**src/rtl/div16s8_seq_pkg.sv**
```systemverilog
// Shared types and constants for the sequential signed divider.
package div16s8_seq_pkg;

    localparam int DW_N_DEF = 16;
    localparam int DW_D_DEF = 8;

    // Quotient saturation values for the divide-by-zero and overflow results
    localparam logic [DW_N_DEF-1:0] Q_SAT_POS = 16'h7FFF;
    localparam logic [DW_N_DEF-1:0] Q_SAT_NEG = 16'h8000;

    typedef enum logic [2:0] {
        IDLE,
        PREP,
        ITER,
        FIX,
        DONE
    } state_t;

endpackage

```
**src/rtl/div16s8_seq_if.sv**
```systemverilog
// Operand and result handshake bundle for the sequential divider.
interface div16s8_seq_if
    import div16s8_seq_pkg::*;
#(
    parameter int DW_N = DW_N_DEF,
    parameter int DW_D = DW_D_DEF
);

    logic            in_valid;
    logic            in_ready;
    logic [DW_N-1:0] dividend;
    logic [DW_D-1:0] divisor;
    logic            out_valid;
    logic            out_ready;
    logic [DW_N-1:0] quotient;
    logic [DW_D-1:0] remainder;
    logic            div_zero;
    logic            ovf;

    modport master (
        output in_valid, dividend, divisor, out_ready,
        input  in_ready, out_valid, quotient, remainder, div_zero, ovf
    );

    modport slave (
        input  in_valid, dividend, divisor, out_ready,
        output in_ready, out_valid, quotient, remainder, div_zero, ovf
    );

endinterface

```
**src/rtl/div16s8_seq_step.sv**
```systemverilog
// One restoring-division step: shift in a dividend bit, trial-subtract the divisor magnitude.
module div_step
    import div16s8_seq_pkg::*;
#(
    parameter int DW_D = DW_D_DEF
) (
    input  logic [DW_D:0]   prem,
    input  logic            next_bit,
    input  logic [DW_D-1:0] dmag,
    output logic [DW_D:0]   prem_next,
    output logic            q_bit
);

    logic [DW_D+1:0] shifted;
    logic [DW_D:0]   diff;

    // The true difference is below dmag whenever it is kept, so truncation is safe
    assign shifted   = {prem, next_bit};
    assign diff      = shifted[DW_D:0] - {1'b0, dmag};
    assign q_bit     = (shifted >= {2'b00, dmag});
    assign prem_next = q_bit ? diff : shifted[DW_D:0];

endmodule

```
**src/rtl/div16s8_seq.sv**
```systemverilog
// Sequential signed divider, one quotient bit per clock on operand magnitudes,
// with optional skipping of low quotient bits.
module div16s8_seq
    import div16s8_seq_pkg::*;
#(
    parameter int DW_N       = DW_N_DEF,
    parameter int DW_D       = DW_D_DEF,
    parameter int APPROX_LSB = 0
) (
    input logic               clk,
    input logic               rst_n,
    div16s8_seq_if.slave      bus
);

    localparam int            K     = DW_N - APPROX_LSB;
    localparam int            CW    = $clog2(DW_N + 1);
    localparam logic [CW-1:0] K_CNT = CW'(K);

    state_t          state;
    logic [CW-1:0]   cnt;
    logic [DW_N-1:0] n_reg;
    logic [DW_D-1:0] d_reg;
    logic            neg_n;
    logic            neg_d;
    logic            special;
    logic [DW_N-1:0] n_sh;
    logic [DW_D-1:0] d_mag;
    logic [DW_D:0]   prem;
    logic [DW_N-1:0] q_sh;

    logic            in_ready_r;
    logic            out_valid_r;
    logic [DW_N-1:0] quotient_r;
    logic [DW_D-1:0] remainder_r;
    logic            div_zero_r;
    logic            ovf_r;

    logic [DW_D:0]   step_prem;
    logic            step_q;
    logic [DW_N-1:0] q_mag;
    logic [DW_D-1:0] rem_mag;

    div_step #(.DW_D(DW_D)) u_step (
        .prem      (prem),
        .next_bit  (n_sh[DW_N-1]),
        .dmag      (d_mag),
        .prem_next (step_prem),
        .q_bit     (step_q)
    );

    assign q_mag   = q_sh << APPROX_LSB;
    assign rem_mag = prem[DW_D-1:0];

    // Special results take the FIX slot too, so every result leaves through the same stage
    always_ff @(posedge clk) begin
        if (!rst_n) begin
            state       <= IDLE;
            cnt         <= '0;
            n_reg       <= '0;
            d_reg       <= '0;
            neg_n       <= 1'b0;
            neg_d       <= 1'b0;
            special     <= 1'b0;
            n_sh        <= '0;
            d_mag       <= '0;
            prem        <= '0;
            q_sh        <= '0;
            in_ready_r  <= 1'b1;
            out_valid_r <= 1'b0;
            quotient_r  <= '0;
            remainder_r <= '0;
            div_zero_r  <= 1'b0;
            ovf_r       <= 1'b0;
        end else begin
            unique case (state)
                IDLE: begin
                    if (bus.in_valid) begin
                        n_reg      <= bus.dividend;
                        d_reg      <= bus.divisor;
                        div_zero_r <= 1'b0;
                        ovf_r      <= 1'b0;
                        in_ready_r <= 1'b0;
                        state      <= PREP;
                    end
                end
                PREP: begin
                    neg_n   <= n_reg[DW_N-1];
                    neg_d   <= d_reg[DW_D-1];
                    n_sh    <= n_reg[DW_N-1] ? -n_reg : n_reg;
                    d_mag   <= d_reg[DW_D-1] ? -d_reg : d_reg;
                    prem    <= '0;
                    q_sh    <= '0;
                    cnt     <= K_CNT;
                    special <= 1'b0;
                    if (d_reg == '0) begin
                        special    <= 1'b1;
                        div_zero_r <= 1'b1;
                        q_sh       <= n_reg[DW_N-1] ? Q_SAT_NEG : Q_SAT_POS;
                        state      <= FIX;
                    end else if (n_reg == Q_SAT_NEG && d_reg == '1) begin
                        special <= 1'b1;
                        ovf_r   <= 1'b1;
                        q_sh    <= Q_SAT_POS;
                        state   <= FIX;
                    end else begin
                        state <= ITER;
                    end
                end
                ITER: begin
                    prem <= step_prem;
                    n_sh <= n_sh << 1;
                    q_sh <= {q_sh[DW_N-2:0], step_q};
                    cnt  <= cnt - CW'(1);
                    if (cnt == CW'(1)) begin
                        state <= FIX;
                    end
                end
                FIX: begin
                    if (special) begin
                        quotient_r  <= q_sh;
                        remainder_r <= '0;
                    end else begin
                        quotient_r  <= (neg_n ^ neg_d) ? -q_mag : q_mag;
                        remainder_r <= (APPROX_LSB > 0) ? '0 : (neg_n ? -rem_mag : rem_mag);
                    end
                    out_valid_r <= 1'b1;
                    state       <= DONE;
                end
                DONE: begin
                    if (bus.out_ready) begin
                        out_valid_r <= 1'b0;
                        in_ready_r  <= 1'b1;
                        state       <= IDLE;
                    end
                end
                default: state <= IDLE;
            endcase
        end
    end

    assign bus.in_ready  = in_ready_r;
    assign bus.out_valid = out_valid_r;
    assign bus.quotient  = quotient_r;
    assign bus.remainder = remainder_r;
    assign bus.div_zero  = div_zero_r;
    assign bus.ovf       = ovf_r;

endmodule

```
**src/flat_wrapper.sv**
```systemverilog
// flat-port wrapper written by rule: the top's interface ports become plain ports
module div16s8_seq_flat import div16s8_seq_pkg::*;
#(
    parameter int DW_N       = DW_N_DEF,
    parameter int DW_D       = DW_D_DEF,
    parameter int APPROX_LSB = 0
)
  (clk, rst_n, bus_in_valid, bus_dividend, bus_divisor, bus_out_ready, bus_in_ready, bus_out_valid, bus_quotient, bus_remainder, bus_div_zero, bus_ovf);
  div16s8_seq_if #(.DW_N(DW_N), .DW_D(DW_D)) bus_i ();
  input logic clk;
  input logic rst_n;
  input wire logic [$bits(bus_i.in_valid)-1:0] bus_in_valid;
  input wire logic [$bits(bus_i.dividend)-1:0] bus_dividend;
  input wire logic [$bits(bus_i.divisor)-1:0] bus_divisor;
  input wire logic [$bits(bus_i.out_ready)-1:0] bus_out_ready;
  output wire logic [$bits(bus_i.in_ready)-1:0] bus_in_ready;
  output wire logic [$bits(bus_i.out_valid)-1:0] bus_out_valid;
  output wire logic [$bits(bus_i.quotient)-1:0] bus_quotient;
  output wire logic [$bits(bus_i.remainder)-1:0] bus_remainder;
  output wire logic [$bits(bus_i.div_zero)-1:0] bus_div_zero;
  output wire logic [$bits(bus_i.ovf)-1:0] bus_ovf;
  assign bus_i.in_valid = bus_in_valid;
  assign bus_i.dividend = bus_dividend;
  assign bus_i.divisor = bus_divisor;
  assign bus_i.out_ready = bus_out_ready;
  assign bus_in_ready = bus_i.in_ready;
  assign bus_out_valid = bus_i.out_valid;
  assign bus_quotient = bus_i.quotient;
  assign bus_remainder = bus_i.remainder;
  assign bus_div_zero = bus_i.div_zero;
  assign bus_ovf = bus_i.ovf;
  div16s8_seq #(.DW_N(DW_N), .DW_D(DW_D), .APPROX_LSB(APPROX_LSB)) u_core (.clk(clk), .rst_n(rst_n), .bus(bus_i));
endmodule
```
**config.mk**
```make
export PLATFORM = sky130hd
export DESIGN_NAME = div16s8_seq_flat
export DESIGN_NICKNAME = d
export VERILOG_FILES = /design/src/rtl/div16s8_seq_pkg.sv /design/src/rtl/div16s8_seq_if.sv /design/src/rtl/div16s8_seq_step.sv /design/src/rtl/div16s8_seq.sv /design/src/flat_wrapper.sv
export SDC_FILE = /design/constraint.sdc
export NUM_CORES = 1
export LEC_CHECK = 0
export BUFFER_PORTS_ARGS = -buffer_cell sky130_fd_sc_hd__buf_2
export CORE_MARGIN = 4
export CORE_UTILIZATION = 45
export DETAILED_ROUTE_END_ITERATION = 16
export PLACE_DENSITY_LB_ADDON = 0.3
export SYNTH_ARGS = -nofsm -noshare
export SYNTH_HDL_FRONTEND = slang
export SYNTH_SLANG_ARGS = --single-unit
```
**constraint.sdc**
```tcl
create_clock -name clk -period 2.5 [get_ports clk]
set_input_delay 0.125 -clock clk [delete_from_list [all_inputs] [get_ports clk]]
set_output_delay 0.125 -clock clk [all_outputs]
set_load 0.005 [all_outputs]
```
### Word-level counts from Yosys, hierarchy flattened

Index checks and enable logic that the tools add are counted.
W data, S select, Z words.

| cells by class | value |
|---|---|
| $lt $le $gt $ge | 1 |
| reduce and logical (&&, ||, !) cells | 13 |
| equality and inequality tests | 13 |
| mux-type cells | 32 |
| bitwise operators | 1 |
| $add $sub $neg | 6 |

Operators by type and width:

| cell | count |
|---|---|
| $mux W16 | 5 |
| $pmux W16 S2 | 2 |
| $neg A16 Y16 | 2 |
| $mux W8 | 3 |
| $pmux W9 S2 | 1 |
| $eq A16 B16 Y1 const B | 1 |
| $neg A8 Y8 | 2 |
| $mux W15 | 1 |
| $pmux W3 S5 | 1 |
| $mux W3 | 4 |
| $ge A10 B8 Y1 | 1 |
| $pmux W5 S2 | 1 |
| $mux W1 | 9 |
| $mux W9 | 1 |
| $reduce_and A3 Y1 | 3 |
| $sub A9 B8 Y9 | 1 |
| $eq A8 B8 Y1 const B | 1 |
| $logic_not A8 Y1 | 1 |
| $pmux W1 S2 | 4 |
| $reduce_bool A2 Y1 | 4 |
| $eq A3 B2 Y1 const B | 2 |
| $ne A2 B1 Y1 const B | 3 |
| $ne A2 B2 Y1 const B | 3 |
| $eq A5 B1 Y1 const B | 1 |
| other kinds (8) | 9 |

| storage, ports and cells | value |
|---|---|
| output and inout port bits | 28 |
| bits of input ports | 28 |
| logic and storage cells | 83 |
| bits in registers | 112 |

### Logic depth before layout (Yosys ltp)

| logic depth | value |
|---|---|
| depth after elaboration | 5 |
| mapped depth | 10 |
| gate-level depth less buffers | 10 |

### Modules after synthesis

From an unflattened synthesis, not the netlist that was laid out.

| unflattened totals | value |
|---|---|
| cell total of the unflattened synthesis | 727 |
| area total of the unflattened synthesis | 5873.1 um^2 |

By module, submodules not included:

| module | cells an instance | times used | sequential area each (um^2) | area each (um^2) |
|---|---|---|---|---|
| div16s8_seq | 652 | 1 | 2242.2 | 5350.1 |
| div_step | 75 | 1 | 0.0 | 523.0 |

### Worst setup path before layout

No wires, ideal clock.

| timing | value |
|---|---|
| path kind | reg2reg |
| from | register u_core.n_sh[15] |
| to | register u_core.prem[0] |
| period minus slack after synthesis | 2269 ps |
| setup time | 117 ps |
| data arrival time | 2152 ps |
| path slack | 231 ps |
| buffers on the path | 0 |
| required time | 2383 ps |
| cell stages (with the launch flop) | 11 |
| path through | dfxtp_1 inv_1 ha_1 inv_1 fa_1 a21o_1 a221oi_2 o21ai_1 nor2_4 mux2i_1 a32o_1 |

| between the ends | value |
|---|---|
| word-level cells in the longest chain between the ends | 3 |
| elaborated cells on any way between the ends | 4 |
| those cells by class | add/sub: 1; order compare: 1; mux: 2 |

Ends and longest elaborated chain:

| what | RTL line | RTL |
|---|---|---|
| start, declared | div16s8_seq.sv:26 | `logic [DW_N-1:0] n_sh;` |
| start signal, assigned | div16s8_seq.sv:89 | `n_sh <= n_reg[DW_N-1] ? -n_reg : n_reg;` |
| start signal, assigned | div16s8_seq.sv:111 | `n_sh <= n_sh << 1;` |
| $sub A9 B8 Y9 / $ge A10 B8 Y1 (equally long branches) | div16s8_seq_step.sv:19, div16s8_seq_step.sv:20 |  |
| $mux W9 * | div16s8_seq_step.sv:21 | `assign prem_next = q_bit ? diff : shifted[DW_D:0];` |
| $pmux W9 S2 * | div16s8_seq.sv:75 | `unique case (state)` |
| end signal, assigned | div16s8_seq.sv:110 | `prem <= step_prem;` |
| end, declared | div16s8_seq.sv:28 | `logic [DW_D:0] prem;` |

Mark *: on every way between the ends. The rest lies on a longest branch, timed or not.
A chain may end at the register's enable or synchronous reset.

### Worst setup path after layout

| timing | value |
|---|---|
| from | register u_core.n_sh[15] |
| to | register u_core.prem[4] |

The elaborated chain is that of the path after synthesis.

==> metrics.csv <==
stage,metric,value,unit
outcome,status,finished clean,
timing,fmax,425,MHz
timing,period_needed,2350,ps
timing,setup_viol,0,
final_layout,multi_input_area,2910,sq um
timing,timing.hold.ws,19.4,ps
setup_path,worstPathRequired,2720,ps
timing,fin_ws,147,ps
placed_design,place_area,5800,sq um
global_route,grt_pass1_wl,20100,microns
clocking,cts_tree,done,
final_layout,nFillCells,1111,
synth,synth.most_common_cell,dfxtp_1,
synth,ys_types,58,
flow_run,max_cap_violations,0,
synth,yosysTopAreaCellShare,41.5,%
setup_path,timing.rr.start,u_core.n_sh[15]$_SDFFE_PN0P_,
timing,slew_viol_final,0,
timing,tightest_slew,949,ps
setup_path,worstRegToRegCells,11,
synth,synthTopCellsByCount,"dfxtp_1, nand2_1, a21oi_1",
synth,syn-instance-count,661,
setup_path,timing.rr.end,u_core.prem[4]$_SDFFE_PN0P_,
global_route,track_usage,17.0,%
min_path,min_from,bus_divisor[1],
clocking,clock-sinks,112,
setup_path,rrSetupSlack,150,ps
timing,hold_viol,0,
clocking,cts-hold-fix-buffers,0,
final_layout,final_cell_area,6130,sq um
placed_design,gp_congestion,0.850,
detailed_routing,vias,4564,
detailed_routing,viasPerCell,5.39,
setup_path,crit_fanout,8,
detailed_routing,dr.pass1.iters,5,
final_layout,layout-drive-gt1-share,13.9,%
timing,period_share,94.1,%
timing,setup_tns,0,ps
synth,synth.area.top_cells,"dfxtp_1, a21oi_1, nand2_1",
setup_path,crit_path_start,u_core.n_sh[15]$_SDFFE_PN0P_,
clocking,clockRootBuffer,clkbuf_16,
synth,async_reset_ff_share,0,%
synth,syn-num-nets,705,
final_layout,final_core_util,52.8,%
global_route,antenna_found_initial,0,
detailed_routing,remaining_drc_errors,0,
clocking,clock_latency,340,ps
final_layout,areaGrowthSynthToFinish,13.3,%
clocking,clk_pin_slew_worst_paths,70,ps
synth,ys_warn_count,0,
global_route,grt_max_degree,98,
placed_design,numPortBuffers,55,
synth,synth_seq_cells,112,
setup_path,crit_end,u_core.prem[4]$_SDFFE_PN0P_,
synth,yosys.area.top_type,dfxtp_1,
timing,max_slew_margin,36.7,%
clocking,htreeDepth,3,
global_route,grt_pass1_vias,4170,
floorplanning,io_pins,56,
placed_design,dp_hpwl,8350,microns
timing,rsz0062_at_grt,false,
synth,seq_area_frac_synth,41.5,%
floorplanning,die_w,118,microns
detailed_routing,drtIter0Drc,213,
detailed_routing,postRouteWirelength,11800,microns
floorplanning,die_y,118,microns
global_route,gr-total-overflow,0,
min_path,hold_class,input pin to flip-flop,
synth,synth_ff_type,dfxtp_1,
setup_path,end_kind,flip-flop,
floorplanning,start_util,46.6,%
detailed_routing,route.detailed.wl_per_inst,13.9,microns
pwr,peakVddDrop,0.584,mV
setup_path,critPathKind,flip-flop to flip-flop,
synth,synth_edf_count,0,
final_layout,seqCellArea,2240,sq um
detailed_routing,ant_nets,0,
synth,post_synth_instance_area,5410,sq um
placed_design,dp_slack,34.0,ps
clocking,numCtsBuffers,9,
setup_path,cp-start-kind,flip-flop,
final_layout,num_antenna_cells,0,
floorplanning,row_count,39,
synth,postSynthAreaPerCell,8.18,sq um
floorplanning,coreArea,11600,sq um
pwr,p_leak,2.31,nW
final_layout,finalNetCount,745,
timing,finClkSkew,5.44,ps
clocking,clock_path_buffers,2,
floorplanning,dieArea,13800,sq um
setup_path,arrival,2580,ps
pwr,p_per_area,1260,nW/um^2
[metal layers]
layer / up-vias / global-route usage [%] / part of all wire, %
li1: 2398 / - / -
met1: 2073 / 23.3 / 49
met2: 85 / 27.8 / 46
met3: 8 / 3.65 / 3.8
met4: 0 / 3.37 / 0.78
met5: - / 0 / 0
[cell usage in the layout, fill, tap and decap left out, types with 12 or more instances in the layout]
cell type	instances
o21ai_0	14
buf_2	55
a211oi_1	19
buf_4	12
nor3_1	15
dfxtp_1	112
xnor2_1	30
nand2_1	98
a21oi_1	74
inv_1	28
nor2_1	64
ha_1	15
a22oi_1	32
[layout make-up]
| cell class | instances | area share, % |
|---|---|---|
| clock inverter | 3 | 0.735 |
| tap | 143 | 2.92 |
| multi-input combinational | 480 | 47.5 |
| clock buffer | 10 | 3.90 |
| timing repair buffer | 69 | 6.61 |
| inverter | 29 | 1.78 |
| sequential | 112 | 36.6 |
[worst min path at each step]
stage / endpoint / slack (ps) / depth (start not counted)
after floorplan: u_core.n_reg[13]$_SDFFE_PN0P_ / 260 / 2
after global placement: u_core.n_reg[9]$_SDFFE_PN0P_ / 370 / 3
after detailed placement: u_core.n_reg[0]$_SDFFE_PN0P_ / 370 / 3
after CTS: u_core.n_reg[0]$_SDFFE_PN0P_ / 7 / 3
after global routing: u_core.d_reg[4]$_SDFFE_PN0P_ / 10 / 3
final: u_core.d_reg[1]$_SDFFE_PN0P_ / 20 / 3
[repair_timing]
action	4_1_cts	5_1_grt
endpoints found under the setup margin	0	6
setup buffers	0	2
resized for setup	0	2
[through the flow]
step	power, W	cells
final	0.00772	846
after global routing	0.00834	846
after CTS	0.00744	844
after detailed placement	0.00603	831
after global placement	0.00594	831
after floorplan	0.00524	661
[critical path, cell delays in order, from the launching register on]
cell      delay (ps)
dfxtp_1          310
inv_1             70
ha_1             150
inv_1             50
fa_1             400
a21o_1           210
a221oi_4         310
o21ai_2          150
nor2_4           190
buf_12           140
mux2i_1          190
o21ai_1           70
[power breakdown]
part | internal, W | switching (W)
combinational | 0.00162 | 0.00211
sequential | 0.00218 | 0.000422
clock | 0.000788 | 0.000604
total | 0.00459 | 0.00314
[kinds of logic after synthesis]
logic type	share of synthesized area (%)
flip-flops	41.5
multiplexers	2.06
XOR/XNOR	6.48
adder cells (fa/ha/maj)	3.84
AO/OA/AOI/OAI	21.7
buffers and inverters	5.07
AND/OR/NAND/NOR	19.4
No activity file was read; power rests on OpenSTA's default activity.
